$ cat config.mk
export PLATFORM = sky130hd
export DESIGN_NAME = hazard_ctrl
export DESIGN_NICKNAME = d
export VERILOG_FILES = /design/src/rtl/decoder_pkg.sv /design/src/rtl/hazard_scoreboard.sv /design/src/rtl/hazard_ctrl.sv
export SDC_FILE = /design/constraint.sdc
export NUM_CORES = 1
export LEC_CHECK = 0
export CAP_MARGIN = 15
export CORE_ASPECT_RATIO = 2
export CORE_MARGIN = 1
export CORE_UTILIZATION = 52
export DETAILED_ROUTE_END_ITERATION = 7
export PLACE_DENSITY = 0.83
export SKIP_CTS_REPAIR_TIMING = 1
export SYNTH_ARGS = -nofsm -noshare
export SYNTH_HDL_FRONTEND = slang
export SYNTH_SLANG_ARGS = --single-unit
$ cat constraint.sdc
create_clock -name clk -period 5 [get_ports clk]
set_clock_uncertainty 0.15 [all_clocks]
set_input_delay 0.75 -clock clk [delete_from_list [all_inputs] [get_ports clk]]
set_output_delay 0.75 -clock clk [all_outputs]
set_load 0.03 [all_outputs]
$ cat src/rtl/decoder_pkg.sv
// Shared decode-stage types: register index, ALU opcode and hazard controller state.
// Every module in the issue path imports this package.
package decoder_pkg;

    localparam int REG_W    = 4;
    localparam int NUM_REGS = 1 << REG_W;
    localparam int INFL_W   = 4;

    typedef logic [REG_W-1:0] reg_t;

    typedef enum logic [2:0] {
        op_none = 3'd0,
        op_add  = 3'd1,
        op_sub  = 3'd2,
        op_and  = 3'd3,
        op_or   = 3'd4,
        op_xor  = 3'd5
    } alu_opcode_t;

    typedef enum logic [1:0] {
        RUN   = 2'd0,
        STALL = 2'd1,
        DRAIN = 2'd2
    } ctrl_state_t;

    // op_none is a bubble: it reads no sources and writes no destination
    function automatic logic uses_regs(alu_opcode_t op);
        return op != op_none;
    endfunction

endpackage

$ cat src/rtl/hazard_scoreboard.sv
// Register scoreboard: one pending bit per architectural register plus a count
// of issued instructions still awaiting writeback.
module hazard_scoreboard
    import decoder_pkg::*;
#(
    parameter int MAX_INFLIGHT = 4
) (
    input  logic                clk,
    input  logic                arstn,
    input  logic                set_valid,
    input  reg_t                set_reg,
    input  logic                wb_valid,
    input  reg_t                wb_reg,
    output logic [NUM_REGS-1:0] pending,
    output logic [INFL_W-1:0]   inflight,
    output logic                full,
    output logic                wb_illegal
);

    logic              clr_valid;
    logic [INFL_W-1:0] inflight_next;

    assign clr_valid  = wb_valid && pending[wb_reg];
    assign wb_illegal = wb_valid && !pending[wb_reg];
    assign full       = (inflight == INFL_W'(MAX_INFLIGHT));

    // A simultaneous set and clear leaves the count unchanged
    always_comb begin
        inflight_next = inflight;
        if (set_valid && !clr_valid) begin
            inflight_next = inflight + INFL_W'(1);
        end else if (!set_valid && clr_valid) begin
            inflight_next = inflight - INFL_W'(1);
        end
    end

    // NOTE: the pending vector is plain flops, not a RAM, so it is safe and
    // required to reset it; the later non-blocking write lets set beat clear.
    always_ff @(posedge clk) begin
        if (!arstn) begin
            pending  <= '0;
            inflight <= '0;
        end else begin
            if (clr_valid) pending[wb_reg]  <= 1'b0;
            if (set_valid) pending[set_reg] <= 1'b1;
            inflight <= inflight_next;
        end
    end

endmodule

$ cat src/rtl/hazard_ctrl.sv
// Issue-stage hazard controller: RUN/STALL/DRAIN FSM, single-entry issue register
// and saturating stall counter around the register scoreboard.
module hazard_ctrl
    import decoder_pkg::*;
#(
    parameter int MAX_INFLIGHT = 4,
    parameter int STALL_CNT_W  = 16
) (
    input  logic                   clk,
    input  logic                   arstn,
    input  logic                   dec_valid_i,
    input  alu_opcode_t            dec_opcode_i,
    input  reg_t                   dec_src1_i,
    input  reg_t                   dec_src2_i,
    input  reg_t                   dec_dst_i,
    output logic                   dec_ready_o,
    output logic                   ex_valid_o,
    output alu_opcode_t            ex_opcode_o,
    output reg_t                   ex_dst_o,
    input  logic                   ex_ready_i,
    input  logic                   wb_valid_i,
    input  reg_t                   wb_dst_i,
    input  logic                   flush_i,
    output logic                   stall_o,
    output ctrl_state_t            state_o,
    output logic                   wb_err_o,
    output logic [STALL_CNT_W-1:0] stall_cnt_o
);

    ctrl_state_t         state;
    ctrl_state_t         state_next;
    logic [NUM_REGS-1:0] pending;
    logic [INFL_W-1:0]   inflight;
    logic                full;
    logic                wb_illegal;
    logic                hazard;
    logic                slot_free;
    logic                issue;

    hazard_scoreboard #(
        .MAX_INFLIGHT(MAX_INFLIGHT)
    ) u_scoreboard (
        .clk       (clk),
        .arstn     (arstn),
        .set_valid (issue && uses_regs(dec_opcode_i)),
        .set_reg   (dec_dst_i),
        .wb_valid  (wb_valid_i),
        .wb_reg    (wb_dst_i),
        .pending   (pending),
        .inflight  (inflight),
        .full      (full),
        .wb_illegal(wb_illegal)
    );

    // Registered scoreboard only: a writeback in this cycle does not unblock this cycle
    assign hazard = uses_regs(dec_opcode_i) &&
                    (pending[dec_src1_i] || pending[dec_src2_i] || pending[dec_dst_i]);

    assign slot_free = !ex_valid_o || ex_ready_i;
    assign issue     = dec_valid_i && dec_ready_o;
    assign stall_o   = dec_valid_i && !dec_ready_o;
    assign state_o   = state;

    always_comb begin
        state_next  = state;
        dec_ready_o = 1'b0;
        if (state != DRAIN) begin
            dec_ready_o = !hazard && !full && !flush_i && slot_free;
        end
        unique case (state)
            RUN:     if (dec_valid_i && (hazard || full))    state_next = STALL;
            STALL:   if (!(dec_valid_i && (hazard || full))) state_next = RUN;
            DRAIN:   if (inflight == '0)                     state_next = RUN;
            default: state_next = RUN;
        endcase
        if (flush_i) state_next = DRAIN;
    end

    always_ff @(posedge clk) begin
        if (!arstn) begin
            state <= RUN;
        end else begin
            state <= state_next;
        end
    end

    // A flushed instruction keeps its scoreboard entry; only the issue slot is dropped
    always_ff @(posedge clk) begin
        if (!arstn) begin
            ex_valid_o  <= 1'b0;
            ex_opcode_o <= op_none;
            ex_dst_o    <= '0;
        end else if (flush_i) begin
            ex_valid_o <= 1'b0;
        end else if (issue) begin
            ex_valid_o  <= 1'b1;
            ex_opcode_o <= dec_opcode_i;
            ex_dst_o    <= dec_dst_i;
        end else if (ex_ready_i) begin
            ex_valid_o <= 1'b0;
        end
    end

    always_ff @(posedge clk) begin
        if (!arstn) begin
            wb_err_o    <= 1'b0;
            stall_cnt_o <= '0;
        end else begin
            if (wb_illegal) wb_err_o <= 1'b1;
            if (stall_o && (stall_cnt_o != '1)) stall_cnt_o <= stall_cnt_o + 1'b1;
        end
    end

endmodule

# Word level (Yosys, flattened, before mapping)
# Index checks and enable logic that the tools add are counted.
[totals]
regBits = 47
input_bits = 25
out_inout_bits = 29
word_cells = 95
[classes]
n_addsub = 3
order_cmp = 6
n_eq_ne = 11
mux = 25
n_bitwise = 5
n_reduce_logical = 36
[ops]
columns = ["cell", "count"]
rows = [
  ["two-way mux 16 bit", 3],
  ["less-than comparator 4 x 5 -> 1 bit (second input constant)", 4],
  ["adder 16 x 1 -> 16 bit (second input constant)", 1],
  ["AND 16 bit", 1],
  ["binary-select mux 1 bit (select 4 bit)", 4],
  ["!= test 16 bit (second input constant)", 1],
  ["inverter 16 bit", 1],
  ["OR 16 bit", 1],
  ["logical AND 1 bit", 15],
  ["two-way mux 1 bit", 9],
  ["!= test 3 bit (second input constant)", 3],
  ["demux 1 bit (select 4 bit)", 2],
  [">= comparator 4 x 1 -> 1 bit (second input constant)", 2],
  ["logical NOT 1 bit", 8],
  ["two-way mux 2 bit", 4],
  ["two-way mux 4 bit", 2],
  ["!= test 2 bit (second input constant)", 4],
  ["one-hot mux 2 bit (3 select lines)", 1],
  ["AND reduction 3 bit", 2],
  ["adder 4 x 1 -> 4 bit (second input constant)", 1],
  ["equality test 4 x 3 -> 1 bit (second input constant)", 1],
  ["logical NOT 4 bit", 1],
  ["logical OR 1 bit", 4],
  ["nonzero test 2 bit", 2],
  ["8 further kinds", 9],
]

# Depth between registers and ports, before layout
# Gate-level depths: netlist of run 1.
[depth]
depth_word = 16
ltp_mapped = 14
ltp_nobuf = 13

# By module
# From an unflattened synthesis of run 1, not the netlist that was laid out.
[hier_totals]
cells_unflattened = 306
hier_area_um2 = 2861.5
[by_module_without_submodules]
columns = ["mod", "n_inst", "cells_each", "area_each_um2", "seq_area_each_um2"]
rows = [
  ["hazard_ctrl", 1, 186, 1742.9, 540.5],
  ["hazard_scoreboard", 1, 120, 1118.6, 400.4],
]

# Worst setup path after synthesis of run 1
# Ideal clock, no wire load.
[synth_timing]
path_type = "in2reg"
start = "input wb_dst_i[0]"
end = "register u_scoreboard.inflight[3]"
setup_time_ns = 0.072
t_arrival_ns = 3.497
t_required_ns = 4.778
setup_slack_ns = 1.281
stages = 12
n_path_buf = 1
cell_sequence = "clkbuf_1 > mux4_2 > mux4_2 > nand2_1 > ha_1 > inv_1 > ha_1 > a21o_1 > a21oi_1 > xnor2_1 > or3_1 > a21oi_1"
[synth_via]
elab_chain_len = 6
word_cells_on_any_way = 8
classes_between = "mux: 3; reduce/logical: 5"
[synth_rtl]
columns = ["element", "line_no", "rtl"]
rows = [
  ["start: declaration", "hazard_ctrl.sv:22", "input reg_t wb_dst_i,"],
  ["binary-select mux 1 bit (select 4 bit) (*)", "hazard_scoreboard.sv:23", "assign clr_valid = wb_valid && pending[wb_reg];"],
  ["two-way mux 1 bit (not written as such) (*)", "hazard_scoreboard.sv:23", ""],
  ["logical AND 1 bit (*)", "hazard_scoreboard.sv:23", ""],
  ["logical NOT 1 bit", "hazard_scoreboard.sv:30", "if (set_valid && !clr_valid) begin"],
  ["logical AND 1 bit", "hazard_scoreboard.sv:30", ""],
  ["two-way mux 4 bit or nonzero test 2 bit (tied branches)", "--", ""],
  ["end signal: assignment", "hazard_scoreboard.sv:46", "inflight <= inflight_next;"],
  ["end: declaration", "hazard_scoreboard.sv:15", "output logic [INFL_W-1:0] inflight,"],
]
# Mark *: on every way between the ends. The rest lies on a longest branch, timed or not. The select of a mux whose other input is x is not followed.
# A chain may end at the register's enable or synchronous reset.

# Worst setup path after layout of run 1
[layout_timing]
start = "input dec_src2_i[0]"
end = "output stall_o"
[layout_via]
elab_chain_len = 12
[layout_rtl]
columns = ["element", "line_no", "rtl"]
rows = [
  ["start: declaration", "hazard_ctrl.sv:14", "input reg_t dec_src2_i,"],
  ["binary-select mux 1 bit (select 4 bit)", "hazard_ctrl.sv:57", "(pending[dec_src1_i] || pending[dec_src2_i] || pending[dec_dst_i]);"],
  ["two-way mux 1 bit (not written as such)", "hazard_ctrl.sv:57", ""],
  ["logical OR 1 bit (2 in series)", "hazard_ctrl.sv:57", ""],
  ["logical AND 1 bit", "hazard_ctrl.sv:56", "assign hazard = uses_regs(dec_opcode_i) &&"],
  ["logical NOT 1 bit", "hazard_ctrl.sv:68", "dec_ready_o = !hazard && !full && !flush_i && slot_free;"],
  ["logical AND 1 bit (3 in series)", "hazard_ctrl.sv:68", ""],
  ["two-way mux 1 bit", "hazard_ctrl.sv:67", "if (state != DRAIN) begin"],
  ["logical NOT 1 bit", "hazard_ctrl.sv:61", "assign stall_o = dec_valid_i && !dec_ready_o;"],
  ["logical AND 1 bit", "hazard_ctrl.sv:61", ""],
  ["end: declaration", "hazard_ctrl.sv:24", "output logic stall_o,"],
]
# No other way between the ends. The select of a mux whose other input is x is not followed.

==> out/metrics.yaml, run 1 <==
synth_xor_area_share_pct: 0.943
power_density_nw_per_um2: 231
drive_gt1_share_pct: 10.1
h-tree-depth: 2
crit_family: "buffers and inverters"
synth_compound_area_share_pct: 17.3
drc: 0
synth_edf_count: 0
gp_congestion: 1.03
cp.required_ns: 4.10
antenna_found_initial: 0
cap_violations: 0
period_needed_ns: 4.36
vias_per_cell: 6.62
layout_commonest_cell: "clkdlybuf4s50_1"
cts_root_buf: "clkbuf_8"
fp.dieH_um: 106
rsz0062_at_grt: "no"
synth_top_family_by_area: "simple AND/OR/NAND/NOR gates"
grt_max_degree: 33
switchingPower_uw: 227
synthSimpleGateAreaFrac_pct: 24.8
core_um2: 5140
synth_adder_area_share_pct: 2.51
ys_warn_count: 0
crit_top_cell: "clkdlybuf4s50_1"
crit_type: "input port to output pin"
synth_cell_types: 49
grt_pass1_wl_um: 11700
drtIter0Drc: 82
drv_slew: 0
wirelength_um: 7370
synth_seq_cells: 47
cellInternalPower_uw: 567
worst-path-max-fanout: 5
syn-num-nets: 328
dp_hpwl_um: 5610
syn_to_final_growth_pct: 23.4
hold_viol: 0
wl_per_cell_um: 18.2
port_buffers: 53
synth.avg_cell_area_um2: 9.35
muxShareOfSynthArea_pct: 17.6
ys.flop_type: "dfxtp_1"
max_freq_mhz: 229
numCtsBuffers: 5
ant_nets: 0
grt_usage_pct: 28.5
numClockSinks: 47
relSlewSlack_pct: 46.6
cts_buffer_depth: 2
synth_cells: 298
grt_pass1_vias: 2509
dieWidth_um: 53.8
tightest_slew_ns: 0.795
leakagePower_nw: 1.18
worstPathArrival_ns: 3.46
timing.final.crit_share_pct: 87.2
start_util_pct: 54.2
layout_common_cells: "clkdlybuf4s50_1 (52), dfxtp_1 (47), mux2i_1 (26), nand2_1 (20), a21oi_1 (19)"
finalSetupTns_ns: 0
fp-row-count: 37
cpPeakStageDelay_ns: 0.62
ys_seq_area_share_pct: 33.8
hp-class: "register to register"
clock_latency_ns: 0.32
design_area_um2: 3440
n_antenna_cell: 0
peakVddDrop_uv: 299
design.portCount: 54
clkTransAtPathRegs_ns: 0.09
startpoint_type: "input port"
setup_viol: 0
synthArstFlopShare_pct: 0
die_area_um2: 5670
fin_ws_ns: 0.638
slowest_stage: "clkdlybuf4s50_1"
placed_area_um2: 3340
vias: 2674
clockPowerShare_pct: 30.5
nNetsFinal: 375
path_cells: "clkdlybuf4s50_1, mux4_1, mux2_2, mux2i_1, nand3_2, a21boi_2, nor2_1, clkdlybuf4s50_1"
firstDrtPassIters: 4
grt_overflow: 0
worstSetupEndpointType: "output pin"
synth_area_um2: 2790
pre_cts_ws_ns: 0.497
status: "complete, no violations"
cts_tree: "yes"
power_frac_seq_pct: 49.8
path_buf_inv: 2
p_sw_share_pct: 28.6
comb_power_share_pct: 19.8
## path summary, 6_finish.rpt
check             slack (ns)                                start  cells past startpoint                                     to
hold reg to reg         0.29              state_o[1]$_SDFFE_PN0P_                      1                state_o[0]$_SDFFE_PP0P_
hold / removal          0.29              state_o[1]$_SDFFE_PN0P_                      1                state_o[0]$_SDFFE_PP0P_
setup reg to reg        1.53  u_scoreboard.pending[11]$_SDFF_PN0_                     13  u_scoreboard.inflight[3]$_SDFFE_PN0P_
setup / recovery        0.64                        dec_src2_i[0]                      8                                stall_o
## kinds of logic after synthesis
kind of cell,after synthesis
and+or+nand+nor,119
adders and majority gates,5
DFF,47
AOI/OAI and AO/OA,66
xor gates and xnor gates,3
muxes,37
buffers and inverters,21
## Yosys cell counts, types with 2 or more instances
cell	number	share of area [%]
dfxtp_1	47	34
mux2i_1	26	9.3
nand2_1	20	2.7
a21oi_1	19	3.4
nor2_1	18	2.4
a32o_1	16	5.7
nand3_1	16	2.9
clkbuf_1	11	1.5
o31ai_1	11	3.0
or4_1	11	3.0
mux4_2	8	6.5
nor2b_1	7	1.6
or3_1	7	1.6
and3_1	5	1.1
nand2b_1	5	1.1
o21ai_0	5	0.90
o32ai_1	5	1.6
or3b_2	5	1.6
buf_2	4	0.72
ha_1	4	1.8
nor4_1	4	0.90
inv_1	3	0.40
nand3b_1	3	0.81
nor2_2	3	0.67
nor3_1	3	0.54
o22ai_1	3	0.67
and2_1	2	0.45
and4_1	2	0.63
and4b_1	2	0.72
mux2_2	2	0.81
nand4_1	2	0.45
xnor2_1	2	0.63
## state kept, by name, summed over array words and instances (netlist names)
name,flops
state_o,2
u_scoreboard.pending,16
u_scoreboard.inflight,4
stall_cnt_o,16
ex_opcode_o,3
ex_dst_o,4
ex_valid_o,1
wb_err_o,1
## area by class of cell
cell class | count | area, µm²
repair buffers | 57 | 558
clock buffers | 7 | 86.3
well taps | 58 | 72.6
inverters | 4 | 15.0
multi-input cells | 230 | 1760
flip-flops and latches | 47 | 941
fillers | 436 | 1700
clock inverters | 1 | 8.76
## per-stage QoR
stage	cells	hold slack, ns	utilization, %	total power [mW]
2_1_floorplan	298	0.309	-	0.500
3_3_place_gp	396	0.290	65.1	0.555
6_report	404	0.295	66.9	0.794
4_1_cts	404	0.304	66.9	0.800
5_1_grt	404	0.321	66.9	0.830
3_5_place_dp	396	0.288	65.1	0.560
## metal layers
metal  up-vias  routed length, µm  global-route usage (%)
li1       1257                  -                       -
met1      1279               2560                    27.9
met2       109               4070                    49.6
met3        29                329                    5.92
met4         0                401                    19.4
met5         -                  0                       0
## power by group through the flow
stage / clock network (mW) / registers, mW / logic, mW
2_1_floorplan: 0 / 0.413 / 0.0863
3_3_place_gp: 0 / 0.404 / 0.151
3_5_place_dp: 0 / 0.404 / 0.156
4_1_cts: 0.249 / 0.395 / 0.156
5_1_grt: 0.262 / 0.397 / 0.170
6_report: 0.242 / 0.395 / 0.157
Power figures use the tool's default switching activity.
==> run 2: changes to the inputs <==
--- a/config.mk
+++ b/config.mk
@@ -5,12 +5,12 @@
 export SDC_FILE = /design/constraint.sdc
 export NUM_CORES = 1
 export LEC_CHECK = 0
-export CAP_MARGIN = 15
+export CAP_MARGIN = 20
 export CORE_ASPECT_RATIO = 2
 export CORE_MARGIN = 1
-export CORE_UTILIZATION = 52
+export CORE_UTILIZATION = 35
 export DETAILED_ROUTE_END_ITERATION = 7
-export PLACE_DENSITY = 0.83
+export PLACE_DENSITY = 0.61
 export SKIP_CTS_REPAIR_TIMING = 1
 export SYNTH_ARGS = -nofsm -noshare
 export SYNTH_HDL_FRONTEND = slang
==> constraint.sdc (replaced) <==
create_clock -name clk -period 5.13 [get_ports clk]
set_clock_uncertainty 0.15 [all_clocks]
set_input_delay 0.7695 -clock clk [delete_from_list [all_inputs] [get_ports clk]]
set_output_delay 0.7695 -clock clk [all_outputs]
set_load 0.03 [all_outputs]
==> run 2 against run 1 <==
  * Clock power is 51% higher
  * Hold slack better by 0.021 ns
  * Flip-flop and latch count stayed put
  * Cell count is 8.7% higher
  * Critical endpoint is now dec_ready_o
  * Die area is 47% higher
  * Critical path type unchanged
  * Sequential power is 2% lower
  * Combinational power is 3% lower
  * Global-route usage is 7.6 points lower
  * Sequential share of layout area is 0.86 points lower
  * Via count is 3.1% lower
  * Count of clock-buffer cells in the layout is 1 lower
==> out/metrics.yaml, run 2 (same netlist as run 1, synthesis figures left out) <==
gp_congestion: 0.967
worst-path-max-fanout: 5
numCtsBuffers: 5
drtIter0Drc: 178
switchingPower_uw: 234
design_area_um2: 3550
firstDrtPassIters: 4
status: "complete, no violations"
hp-class: "register to register"
setup_viol: 0
n_antenna_cell: 0
power_frac_seq_pct: 42.7
core_um2: 7660
cts_root_buf: "clkbuf_16"
period_needed_ns: 4.50
fin_ws_ns: 0.629
relSlewSlack_pct: 41.1
peakVddDrop_uv: 139
hold_viol: 0
grt_use_met3_pct: 3.11
cts_tree: "yes"
die_area_um2: 8340
placed_area_um2: 3390
finalSetupTns_ns: 0
drc: 0
grt_pass1_vias: 2594
cpPeakStageDelay_ns: 0.71
grt_pass1_wl_um: 13100
path_cells: "clkdlybuf4s50_1, mux4_1, mux2_2, mux2i_1, nand3_2, a21boi_2, clkdlybuf4s50_1"
port_buffers: 53
dieWidth_um: 65.1
grt_util_met1_pct: 20.1
numClockSinks: 47
largest_registers: "stall_cnt_o x16, u_scoreboard.pending x16"
rsz0062_at_grt: "no"
layout_common_cells: "clkdlybuf4s50_1 (53), dfxtp_1 (47), mux2i_1 (26), nand2_1 (20), a21oi_1 (19)"
design.portCount: 54
grt_usage_pct: 20.9
cellInternalPower_uw: 671
p_sw_share_pct: 25.9
drive_gt1_share_pct: 9.57
clockPowerShare_pct: 40.4
pre_cts_ws_ns: 0.621
grt_overflow: 0
multi_input_area_um2: 1760
syn_to_final_growth_pct: 27.4
max_freq_mhz: 222
ant_nets: 0
dp_hpwl_um: 6180
h-tree-depth: 2
fill_cells: 769
start_util_pct: 36.4
fp.dieH_um: 128
layout_commonest_cell: "clkdlybuf4s50_1"
wirelength_um: 8160
slowest_stage: "clkdlybuf4s50_1"
vias: 2590
startpoint_type: "input port"
cp.required_ns: 4.21
tightest_slew_ns: 0.878
worstSetupEndpointType: "output pin"
antenna_found_initial: 0
fp-row-count: 45
wl_per_cell_um: 18.6
worstPathArrival_ns: 3.58
grt_max_degree: 32
comb_power_share_pct: 17.0
crit_type: "input port to output pin"
grt_util_met2_pct: 38.2
clkTransAtPathRegs_ns: 0.06
crit_top_cell: "clkdlybuf4s50_1"
power_density_nw_per_um2: 255
cts_buffer_depth: 2
seq_area_um2: 941
cap_violations: 0
drv_slew: 0
timing.final.crit_share_pct: 87.7
grt_busiest_layer: "met2"
clock_latency_ns: 0.29
leakagePower_nw: 1.21
vias_per_cell: 5.90
nNetsFinal: 375
run 2: changes by cell type in the layout (fill, tap and decap cells not counted), sizes merged:
cell | before | now
buf | 5 | 4
clkinv | 2 | 1
clkbuf | 7 | 6
bufinv | 0 | 1
clkdlybuf4s50 | 52 | 53
run 2: power by group through the flow:
stage	Combinational, mW	Sequential [mW]	Clock [mW]
after global routing	0.166	0.388	0.389
after floorplan	0.0841	0.403	0
final	0.153	0.386	0.365
after detailed placement	0.154	0.394	0
after CTS	0.154	0.386	0.376
after global placement	0.153	0.394	0
run 2: critical path, delay by kind of cell:
kind	cells	cell delay [ns]
simple gates	1	0.19
compound gates	1	0.27
mux	3	1.04
buf+inv	2	1.32
run 2: cell type report:
| class | count | area share, % |
|---|---|---|
| clock buffers | 6 | 3.63 |
| clock inverters | 1 | 0.846 |
| inverters | 4 | 0.423 |
| multi-input cells | 230 | 49.5 |
| flip-flops and latches | 47 | 26.5 |
| well taps | 94 | 3.31 |
| repair buffers | 57 | 15.8 |
run 2: path summary, 6_finish.rpt:
check | slack (ns) | startpoint | endpoint | cells after the start
max reg2reg | 1.70 | u_scoreboard.pending[5]$_SDFF_PN0_ | u_scoreboard.inflight[3]$_SDFFE_PN0P_ | 13
min reg2reg | 0.32 | state_o[1]$_SDFFE_PN0P_ | state_o[0]$_SDFFE_PP0P_ | 1
min | 0.32 | state_o[1]$_SDFFE_PN0P_ | state_o[0]$_SDFFE_PP0P_ | 1
max | 0.63 | dec_src2_i[0] | dec_ready_o | 7
run 2: per-layer routing:
layer | wire length [µm] | up-vias
met5 | 0 | -
met2 | 4270 | 98
met4 | 635 | 0
li1 | - | 1254
met1 | 2950 | 1204
met3 | 301 | 34
run 2: stage by stage:
step / instances / hold WS, ns / total power, mW / util [%]
final: 439 / 0.315 / 0.905 / 46.4
after global routing: 439 / 0.350 / 0.942 / 46.4
after CTS: 439 / 0.327 / 0.917 / 46.4
after detailed placement: 432 / 0.312 / 0.548 / 44.3
after global placement: 432 / 0.300 / 0.547 / 44.3
after floorplan: 298 / 0.309 / 0.487 / -
==> run 3: changes to the inputs <==
--- a/config.mk
+++ b/config.mk
@@ -5,12 +5,14 @@
 export SDC_FILE = /design/constraint.sdc
 export NUM_CORES = 1
 export LEC_CHECK = 0
+export ABC_AREA = 1
 export CAP_MARGIN = 20
 export CORE_ASPECT_RATIO = 2
 export CORE_MARGIN = 1
 export CORE_UTILIZATION = 35
+export CTS_CLUSTER_SIZE = 40
 export DETAILED_ROUTE_END_ITERATION = 7
-export PLACE_DENSITY = 0.61
+export PLACE_DENSITY = 0.6
 export SKIP_CTS_REPAIR_TIMING = 1
 export SYNTH_ARGS = -nofsm -noshare
 export SYNTH_HDL_FRONTEND = slang
==> run 3 against run 2 <==
  * Sequential power about the same
  * Cell count rose by 52%
  * Maximum frequency up 4.1%
  * Core utilization shrank 1.6 points
  * Non-clock buffer count grew 1
  * Hold slack better by 0.011 ns
  * Sequential share of layout area is 2.2 points lower
  * Total power down 3.8%
  * Count of clock-buffer cells in the layout grew 1
  * Die area grew 13%
  * Final area is 9.1% higher
  * Synthesized cell count is 74% higher
==> out/metrics.yaml, run 3 <==
worst-path-max-fanout: 18
status: "complete, no violations"
relSlewSlack_pct: 34.1
crit_type: "input port to output pin"
dieWidth_um: 69.1
synthArstFlopShare_pct: 0
core_um2: 8650
wirelength_um: 10000
rr_worst_depth: 24
synth_adder_area_share_pct: 2.22
grt_pass1_vias: 3418
power_density_nw_per_um2: 224
grt_overflow: 0
wl_per_cell_um: 15.0
min_path_cells: 2
vias_per_cell: 5.24
synth_xor_area_share_pct: 3.34
layout_common_cells: "nand2_1 (136), nor2_1 (72), inv_1 (69), clkdlybuf4s50_1 (53), dfxtp_1 (47)"
grt_pass1_wl_um: 16100
hold_end: "wb_err_o$_SDFFE_PN0P_"
synthTopCellsByArea: "dfxtp_1 (30%), nand2_1 (16%), nor2_1 (8.6%), inv_1 (8.2%), nand3_1 (6.8%)"
worstReg2RegStart: "u_scoreboard.pending[7]$_SDFF_PN0_"
setup_viol: 0
power.total_uw: 870
antenna_found_initial: 0
gp_congestion: 0.896
dp_hpwl_um: 7640
numClockSinks: 47
clock_latency_ns: 0.29
timing.final.crit_share_pct: 84.3
fp.dieH_um: 136
grt_max_degree: 32
largest_registers: "stall_cnt_o x16, u_scoreboard.pending x16"
numCtsBuffers: 5
r2r_end: "u_scoreboard.inflight[3]$_SDFFE_PN0P_"
synth_cell_types: 32
ys_seq_area_share_pct: 29.9
muxShareOfSynthArea_pct: 0
synth_top_cell_by_area: "dfxtp_1"
tightest_slew_ns: 0.987
worstPathArrival_ns: 3.41
drv_slew: 0
startpoint_type: "input port"
min_from: "wb_err_o$_SDFFE_PN0P_"
synth_top_area_share_pct: 29.9
grt_usage_pct: 21.6
synth_seq_cells: 47
drtIter0Drc: 198
ant_nets: 0
ys_warn_count: 0
synth_area_um2: 3150
r2r_slack_ns: 1.78
vias: 3499
peakVddDrop_uv: 172
start_util_pct: 36.4
syn-num-nets: 549
synth_compound_area_share_pct: 13.9
drive_gt1_share_pct: 3.52
cap_violations: 0
fp-row-count: 48
cts_tree: "yes"
firstDrtPassIters: 4
syn_to_final_growth_pct: 23.0
finalSetupTns_ns: 0
hold_viol: 0
synth_top_family_by_area: "simple AND/OR/NAND/NOR gates"
cts_root_buf: "clkbuf_16"
rsz0062_at_grt: "no"
synth_edf_count: 0
design.portCount: 54
die_area_um2: 9400
cp.required_ns: 4.21
h-tree-depth: 2
synth_commonest_cells: "nand2_1 (136), nor2_1 (72), inv_1 (69)"
nNetsFinal: 597
synth_cells: 519
drc: 0
fill_cells: 946
synthSimpleGateAreaFrac_pct: 38.8
yosysMostFrequentCell: "nand2_1"
leakagePower_nw: 1.63
port_buffers: 53
cts_buffer_depth: 2
period_needed_ns: 4.33
clkTransAtPathRegs_ns: 0.06
max_freq_mhz: 231
hp-class: "register to register"
synth.avg_cell_area_um2: 6.07
n_antenna_cell: 0
worstSetupEndpointType: "output pin"
layout_commonest_cell: "nand2_1"
ys.flop_type: "dfxtp_1"
-- run 3: cell types whose count changed in the layout (fill, tap and decap cells not counted), sizes merged, moves of 8 or more --
cell and delta:
a32o -16, xor2 +8, mux4 -9, or4 -12, a21oi +15, inv +69, mux2i -26, nand4 +16
nor2 +53, nand2 +117, o31ai -8, o21ai +31, nand3 +28
-- run 3: worst max-delay path by stage --
| stage | slack [ns] | from | cells past startpoint | to |
|---|---|---|---|---|
| floorplan | 1.60 | dec_dst_i[1] | 26 | u_scoreboard.inflight[3]$_SDFFE_PN0P_ |
| global placement | 0.78 | dec_dst_i[0] | 28 | u_scoreboard.inflight[3]$_SDFFE_PN0P_ |
| detailed placement | 0.68 | dec_dst_i[0] | 28 | u_scoreboard.inflight[3]$_SDFFE_PN0P_ |
| CTS | 0.80 | dec_src1_i[0] | 15 | stall_o |
| global route | 0.45 | dec_dst_i[0] | 28 | u_scoreboard.inflight[3]$_SDFFE_PN0P_ |
| finish | 0.80 | dec_dst_i[0] | 18 | stall_o |
-- run 3: worst max-delay path, cell delays in order --
cell	delay, ns
clkdlybuf4s50_1	0.62
inv_2	0.24
nand2_1	0.07
nand2_1	0.07
nand2_1	0.06
nand2_1	0.08
nand2_1	0.04
nand2_1	0.05
inv_1	0.03
nand2_1	0.05
nor2_1	0.04
nand2_1	0.07
nand2_2	0.07
nand3_4	0.09
buf_4	0.24
nand2_1	0.07
inv_1	0.05
clkdlybuf4s50_1	0.67
-- run 3: cell type report --
class | instances | area (µm²) | area share, %
multi-input cells | 383 | 1830 | 47.3
clock inverters | 1 | 5.00 | 0.129
flip-flops and latches | 47 | 941 | 24.3
repair buffers | 58 | 568 | 14.7
clock buffers | 7 | 133 | 3.42
well taps | 100 | 125 | 3.23
inverters | 72 | 270 | 6.97
-- run 3: per-stage QoR --
stage	setup WS (ns)	hold slack, ns	utilization, %	instances	instance area [µm²]
floorplan	1.60	0.311	-	519	3150
global placement	0.783	0.317	43.2	660	3740
detailed placement	0.684	0.328	43.2	660	3740
CTS	0.797	0.340	44.8	668	3870
global route	0.449	0.349	44.8	668	3870
finish	0.804	0.327	44.8	668	3870
-- run 3: routing by layer --
layer | vias to the layer above | share of wire [%] | track usage (%) | wire length [µm]
li1 | 1763 | - | - | -
met1 | 1605 | 35 | 19.7 | 3500
met2 | 93 | 55 | 42.6 | 5530
met3 | 38 | 2.6 | 1.93 | 260
met4 | 0 | 7.1 | 16.7 | 711
met5 | - | 0 | 0 | 0
-- run 3: logic make-up (layout without fill, tap and decap cells) --
| kind of cell | after synthesis | in the layout |
|---|---|---|
| and+or+nand+nor | 283 | 283 |
| AOI/OAI and AO/OA | 83 | 83 |
| DFF | 47 | 47 |
| adders and majority gates | 5 | 5 |
| buffers and inverters | 89 | 138 |
| xor gates and xnor gates | 12 | 12 |
-- run 3: power by group --
group          total [mW]  switching (mW)  leakage, nW  internal, mW
Combinational       0.167           0.105         1.18        0.0623
Clock               0.319           0.139       0.0679         0.180
Sequential          0.383         0.00830        0.381         0.375
Total               0.870           0.252         1.63         0.618
